===== src/rtl/stage2_conv_ctrl.sv =====
// Frame sequencer for the stage-2 conv core. Optional drain watchdog: define ST2_CTRL_TIMEOUT_EN.
// Latency: first read 1 cycle after i_start, o_core_valid trails o_rd_en by RD_LAT, o_done 1 cycle after last count.
// Backpressure: i_hold (sampled at an edge) suppresses the next cycle's read; i_start is ignored while busy.
module stage2_conv_ctrl #(
  parameter int COL     = 12,
  parameter int ROW     = 12,
  parameter int K       = 5,
  parameter int RD_LAT  = 1,
  parameter int TIMEOUT = 255
) (
  input  logic                       clk,
  input  logic                       reset_n,
  input  logic                       i_start,
  input  logic                       i_hold,
  output logic                       o_rd_en,
  output logic [$clog2(COL*ROW)-1:0] o_rd_addr,
  output logic                       o_core_valid,
  input  logic                       i_core_ot_valid,
  output logic                       o_busy,
  output logic                       o_done,
  output logic                       o_err,
  output logic [7:0]                 o_frame_cnt
);

  localparam int NPIX    = COL * ROW;
  localparam int AW      = $clog2(NPIX);
  localparam int OUT_CNT = (COL - K + 1) * (ROW - K + 1);
  localparam int OW      = $clog2(OUT_CNT + 1);
  localparam logic [AW-1:0] LAST_ADDR = AW'(NPIX - 1);
  localparam logic [OW-1:0] OUT_FULL  = OW'(OUT_CNT);

  typedef enum logic [1:0] {
    S_IDLE   = 2'd0,
    S_STREAM = 2'd1,
    S_DRAIN  = 2'd2,
    S_DONE   = 2'd3
  } state_t;

  state_t            state, state_nxt;
  logic [OW-1:0]     out_cnt, out_cnt_nxt;
  logic [RD_LAT-1:0] vld_sr;
  logic              last_issue;
  logic              cnt_full;
  logic              wd_expire;
  logic              rd_en_nxt;
  logic [AW-1:0]     rd_addr_nxt;
  logic              busy_nxt;
  logic              done_nxt;
  logic [7:0]        frame_cnt_nxt;

  // The read being presented this cycle is the final pixel of the frame.
  assign last_issue = o_rd_en && (o_rd_addr == LAST_ADDR);
  // True when the output count (including this cycle's valid) completes the frame.
  assign cnt_full   = (out_cnt_nxt == OUT_FULL);
  assign o_core_valid = vld_sr[RD_LAT-1];

`ifdef ST2_CTRL_TIMEOUT_EN
  logic [7:0] wd_cnt, wd_cnt_nxt;
  logic       err_nxt;

  // Watchdog expires on the TIMEOUT-th consecutive DRAIN cycle without a core output.
  assign wd_expire = (state == S_DRAIN) && !i_core_ot_valid && (wd_cnt == 8'(TIMEOUT - 1));

  // Watchdog count: zero outside DRAIN (so it is clear on entry), restarts on every output valid.
  always_comb begin
    wd_cnt_nxt = '0;
    if (state == S_DRAIN && !i_core_ot_valid) wd_cnt_nxt = wd_cnt + 8'd1;
  end

  // Error flag: set on watchdog expiry, held until the next accepted start.
  always_comb begin
    err_nxt = o_err;
    if (state == S_IDLE && i_start)   err_nxt = 1'b0;
    else if (wd_expire && !cnt_full)  err_nxt = 1'b1;
  end

  // Watchdog and error registers.
  always_ff @(posedge clk or negedge reset_n) begin
    if (!reset_n) begin
      wd_cnt <= '0;
      o_err  <= 1'b0;
    end else begin
      wd_cnt <= wd_cnt_nxt;
      o_err  <= err_nxt;
    end
  end
`else
  // No watchdog: DRAIN waits indefinitely and the error flag is constant low.
  assign wd_expire = 1'b0;
  assign o_err     = 1'b0 & (TIMEOUT == 0);
`endif

  // Output counter: cleared in IDLE, counts core outputs in STREAM/DRAIN, saturates at OUT_CNT.
  always_comb begin
    out_cnt_nxt = out_cnt;
    if (state == S_IDLE) begin
      out_cnt_nxt = '0;
    end else if ((state == S_STREAM || state == S_DRAIN) && i_core_ot_valid && (out_cnt != OUT_FULL)) begin
      out_cnt_nxt = out_cnt + 1'b1;
    end
  end

  // State register.
  always_ff @(posedge clk or negedge reset_n) begin
    if (!reset_n) state <= S_IDLE;
    else          state <= state_nxt;
  end

  // Next-state logic.
  always_comb begin
    state_nxt = state;
    case (state)
      S_IDLE:   if (i_start) state_nxt = S_STREAM;
      S_STREAM: if (last_issue) state_nxt = S_DRAIN;
      S_DRAIN:  if (cnt_full || wd_expire) state_nxt = S_DONE;
      S_DONE:   state_nxt = S_IDLE;
      default:  state_nxt = S_IDLE;
    endcase
  end

  // Next values for the registered outputs, derived from the current state and inputs.
  always_comb begin
    rd_en_nxt     = 1'b0;
    rd_addr_nxt   = o_rd_addr;
    busy_nxt      = (state_nxt != S_IDLE);
    done_nxt      = (state_nxt == S_DONE);
    frame_cnt_nxt = o_frame_cnt;
    case (state)
      S_IDLE: begin
        rd_addr_nxt = '0;
        if (i_start) rd_en_nxt = 1'b1;
      end
      S_STREAM: begin
        if (last_issue) begin
          rd_addr_nxt = '0;
        end else begin
          rd_en_nxt = !i_hold;
          if (o_rd_en) rd_addr_nxt = o_rd_addr + 1'b1;
        end
      end
      S_DRAIN: begin
        if (cnt_full) frame_cnt_nxt = o_frame_cnt + 8'd1;
      end
      default: ;
    endcase
  end

  // Output, counter and valid delay-line registers.
  always_ff @(posedge clk or negedge reset_n) begin
    if (!reset_n) begin
      o_rd_en     <= 1'b0;
      o_rd_addr   <= '0;
      o_busy      <= 1'b0;
      o_done      <= 1'b0;
      o_frame_cnt <= '0;
      out_cnt     <= '0;
      vld_sr      <= '0;
    end else begin
      o_rd_en     <= rd_en_nxt;
      o_rd_addr   <= rd_addr_nxt;
      o_busy      <= busy_nxt;
      o_done      <= done_nxt;
      o_frame_cnt <= frame_cnt_nxt;
      out_cnt     <= out_cnt_nxt;
      vld_sr      <= (vld_sr << 1) | RD_LAT'(o_rd_en);
    end
  end

endmodule


===== config.mk =====
export PLATFORM = sky130hd
export DESIGN_NAME = stage2_conv_ctrl
export DESIGN_NICKNAME = d
export VERILOG_FILES = /design/src/rtl/stage2_conv_ctrl.sv
export SDC_FILE = /design/constraint.sdc
export NUM_CORES = 1
export LEC_CHECK = 0
export ABC_AREA = 1
export ABC_CLOCK_PERIOD_IN_PS = 2100
export BUFFER_PORTS_ARGS = -buffer_cell sky130_fd_sc_hd__clkbuf_2
export CAP_MARGIN = 0
export CORE_MARGIN = 10
export CORE_UTILIZATION = 35
export DETAILED_ROUTE_END_ITERATION = 6
export GPL_TIMING_DRIVEN = 0
export REMOVE_ABC_BUFFERS = 1
export SLEW_MARGIN = 20
export SYNTH_ARGS = -nofsm -noshare
export SYNTH_HDL_FRONTEND = slang
export SYNTH_SLANG_ARGS = --single-unit

===== constraint.sdc =====
create_clock -name clk -period 2.1 [get_ports clk]
set_input_delay 0.42 -clock clk [delete_from_list [all_inputs] [get_ports clk]]
set_output_delay 0.42 -clock clk [all_outputs]
set_load 0.02 [all_outputs]

==> metrics.txt <==
outcome=completed; wire per inst=10.9 um; share of cells above drive strength 1=20.6%; Seq/Total Area, Yosys=42.3%; H-Tree Depth=2; RePlAce Congestion=0.796; Mapped Cells=216; routed vias=1354; final worst path period share=94.1%; Final ANT Viol Nets=0; Slowest-stage cell, CP=dfrtp_1; worst-margin pin slew=0.731 ns; FF/Latch Area=726 um^2; worst endpoint required time=2.26 ns; CTS tree=yes; critical-path cell list=inv_1 > ha_1 > nand2_2 > inv_4 > nand2_4 > nand2_1 > nand2_1 > nand2_1 > nand2_1 > nor2_1 > nand2_4 > buf_12 > xnor2_2; Yosys warning total=0; Congestion Overflow GR=0; Filler cells=489; GRT Total Usage=9.26%; n_diodes=0; area of the multi-input gates=821 um^2; Synth area leaders=dfrtp_1 42%, nand2_1 13%, inv_1 8.5%; setup violators final=0; synthesized area per cell=7.95 um^2; root buf cell=clkbuf_8; largest net degree at the start of global routing=30; die area=0.00811 mm^2; #FFs+latches synth=29; vias in the first global route=1419; P per Cell Area=882 mW/mm^2; slack of the critical path=0.125 ns; drt first pass iters=4; area added between synthesis and finish=19.5%; DP Worst Slack=-0.0653 ns; Fmax achieved=0.506 GHz; Setup Skew=0.00426 ns; synth unique cells=28; Netlist Area Pre-Place=0.00172 mm^2; Final Util=43.4%; minimum clock period=1.98 ns; fin nets=261; Max-Cap Viols=0; first-pass GRT wire length=6380 um; top cell type's share of synthesized area=42.3%; total clock sinks=29; CTS Buf Count=5; I/O pin total=26; Crit. End Element=register; relative slew slack=51.3%; CP Class=register to register; Clock Path Buffers=2; number of remaining DRC errors=0; Pins Over Slew Limit=0; DP HPWL=2540 um; Worst setup SP type=register; Row Count=25; number of vias per cell=4.30; IO buf count=24; WL final=3440 um; Worst Hold Class=input pin to asynchronous set/reset pin; Arrival @ worst endpoint=2.13 ns; initial antenna violation count=0; most common cell after layout, fill and taps aside=nand2_1; VDD IR max=0.000530 V; Most common cell on crit path=nand2_1; DRT iter0 DRCs=89; core area=0.00472 mm^2; dominant cell type by area after synthesis=dfrtp_1; Final Hold Viols=0; Leak=0.00115 uW; Crit Path Max Fanout=8; Starting Density=36.3%; CP peak stage delay=0.38 ns; Die Span Y=90.0 um; clock latency on the worst-skew pair=0.27 ns; commonest non-fill, non-tap cells in the layout=59 x nand2_1, 36 x inv_1, 29 x dfrtp_1; die width=90.0 um; clk slew on worst S/H paths=0.06 ns
[metal layers]
| metal | vias to the layer above | share of wire (%) | GRT usage [%] | wire [um] |
|---|---|---|---|---|
| met5 | - | 0 | 0 | 0 |
| met4 | 0 | 1.7 | 4.38 | 57 |
| met3 | 4 | 2.4 | 2.16 | 84 |
| met2 | 15 | 46 | 15.0 | 1590 |
| met1 | 599 | 50 | 11.3 | 1710 |
| li1 | 736 | - | - | - |
[logic make-up (layout without fill, tap and decap cells)]
| family | Yosys count | in the layout | share of synthesized area, % |
|---|---|---|---|
| compound gates | 17 | 17 | 5.98 |
| xor+xnor | 10 | 10 | 5.54 |
| fa+ha+maj | 8 | 8 | 5.83 |
| buf+inv | 44 | 76 | 10.9 |
| flops | 29 | 29 | 42.3 |
| mux | 1 | 1 | 0.583 |
| other cells | 1 | 1 | 0.218 |
| simple gates | 106 | 106 | 28.6 |
[cells in the mapped netlist]
master	instances
dfrtp_1	29
nor3_1	3
nand2_2	3
a21o_1	1
xnor2_2	1
inv_1	39
nand3_4	1
o21ai_2	2
mux2i_1	1
nand2_1	60
nor2_1	8
o22ai_1	4
nor2_8	1
buf_6	2
xor2_1	3
nand3_1	22
ha_1	8
conb_1	1
buf_4	2
clkinv_1	1
nor2_2	2
a21oi_1	1
nand4_1	5
nand2_4	1
o21ai_0	7
o21ai_1	1
xnor2_1	6
o21a_1	1
[where the power goes]
part	leakage [uW]	switching (uW)	internal, uW	total [uW]
Clock	0.0000443	192	259	451
Sequential	0.000391	85.4	645	730
Combinational	0.000715	419	210	629
[stage by stage]
step | hold slack (ns) | cell area (um^2) | std cells | setup TNS [ns] | power [uW]
final | 0.196 | 2050 | 315 | 0 | 1810
after detailed placement | 0.510 | 1880 | 303 | -0.364 | 1340
after CTS | 0.227 | 1970 | 310 | 0 | 1810
after floorplan | 0.124 | 1680 | 212 | 0 | 1150
after global placement | 0.505 | 1880 | 303 | -0.398 | 1340
after global routing | 0.256 | 2050 | 315 | -0.0305 | 1970
[layout make-up]
| type | count | share of cell area [%] |
|---|---|---|
| Timing Repair Buffer | 29 | 8.90 |
| Inverter | 40 | 7.44 |
| Clock buffer | 7 | 4.21 |
| Multi-Input combinational cell | 143 | 40.0 |
| Sequential cell | 29 | 35.4 |
| Tap cell | 67 | 4.09 |
[what timing repair did]
action / in CTS / in global routing
setup buffers: 0 / 5
gates cloned: 0 / 0
gates resized for setup: 2 / 6
hold buffers: 0 / 0
pin swaps: 0 / 2
setup endpoints to repair: 8 / 8
[state kept, by name, indices dropped and copies added (netlist names)]
signal and cells:
o_busy 1, o_core_valid 1, o_done 1, o_frame_cnt 8, o_rd_addr 8, o_rd_en 1
out_cnt 7, state 2
[critical path: cells and delay by family, from the launching register on]
family | cells | cell delay [ns]
adder cells (fa/ha/maj) | 1 | 0.33
XOR/XNOR | 1 | 0.11
flip-flops | 1 | 0.38
buffers and inverters | 3 | 0.34
AND/OR/NAND/NOR | 8 | 0.70
[worst paths after layout]
| kind | cells after the start | endpoint | start | slack, ns |
|---|---|---|---|---|
| max | 13 | o_frame_cnt[0]$_DFFE_PN0P_ | state[0]$_DFF_PN0_ | 0.12 |
| min | 1 | o_rd_addr[4]$_DFFE_PN0P_ | reset_n | 0.20 |
| max reg2reg | 13 | o_frame_cnt[0]$_DFFE_PN0P_ | state[0]$_DFF_PN0_ | 0.12 |
| min reg2reg | 0 | o_core_valid$_DFF_PN0_ | o_rd_en$_DFF_PN0_ | 0.50 |
| max in group asynchronous | 1 | o_frame_cnt[7]$_DFFE_PN0P_ | reset_n | 1.44 |
| min in group clk | 2 | o_rd_en$_DFF_PN0_ | i_hold | 0.34 |
No activity file was read; power rests on OpenSTA's default activity.
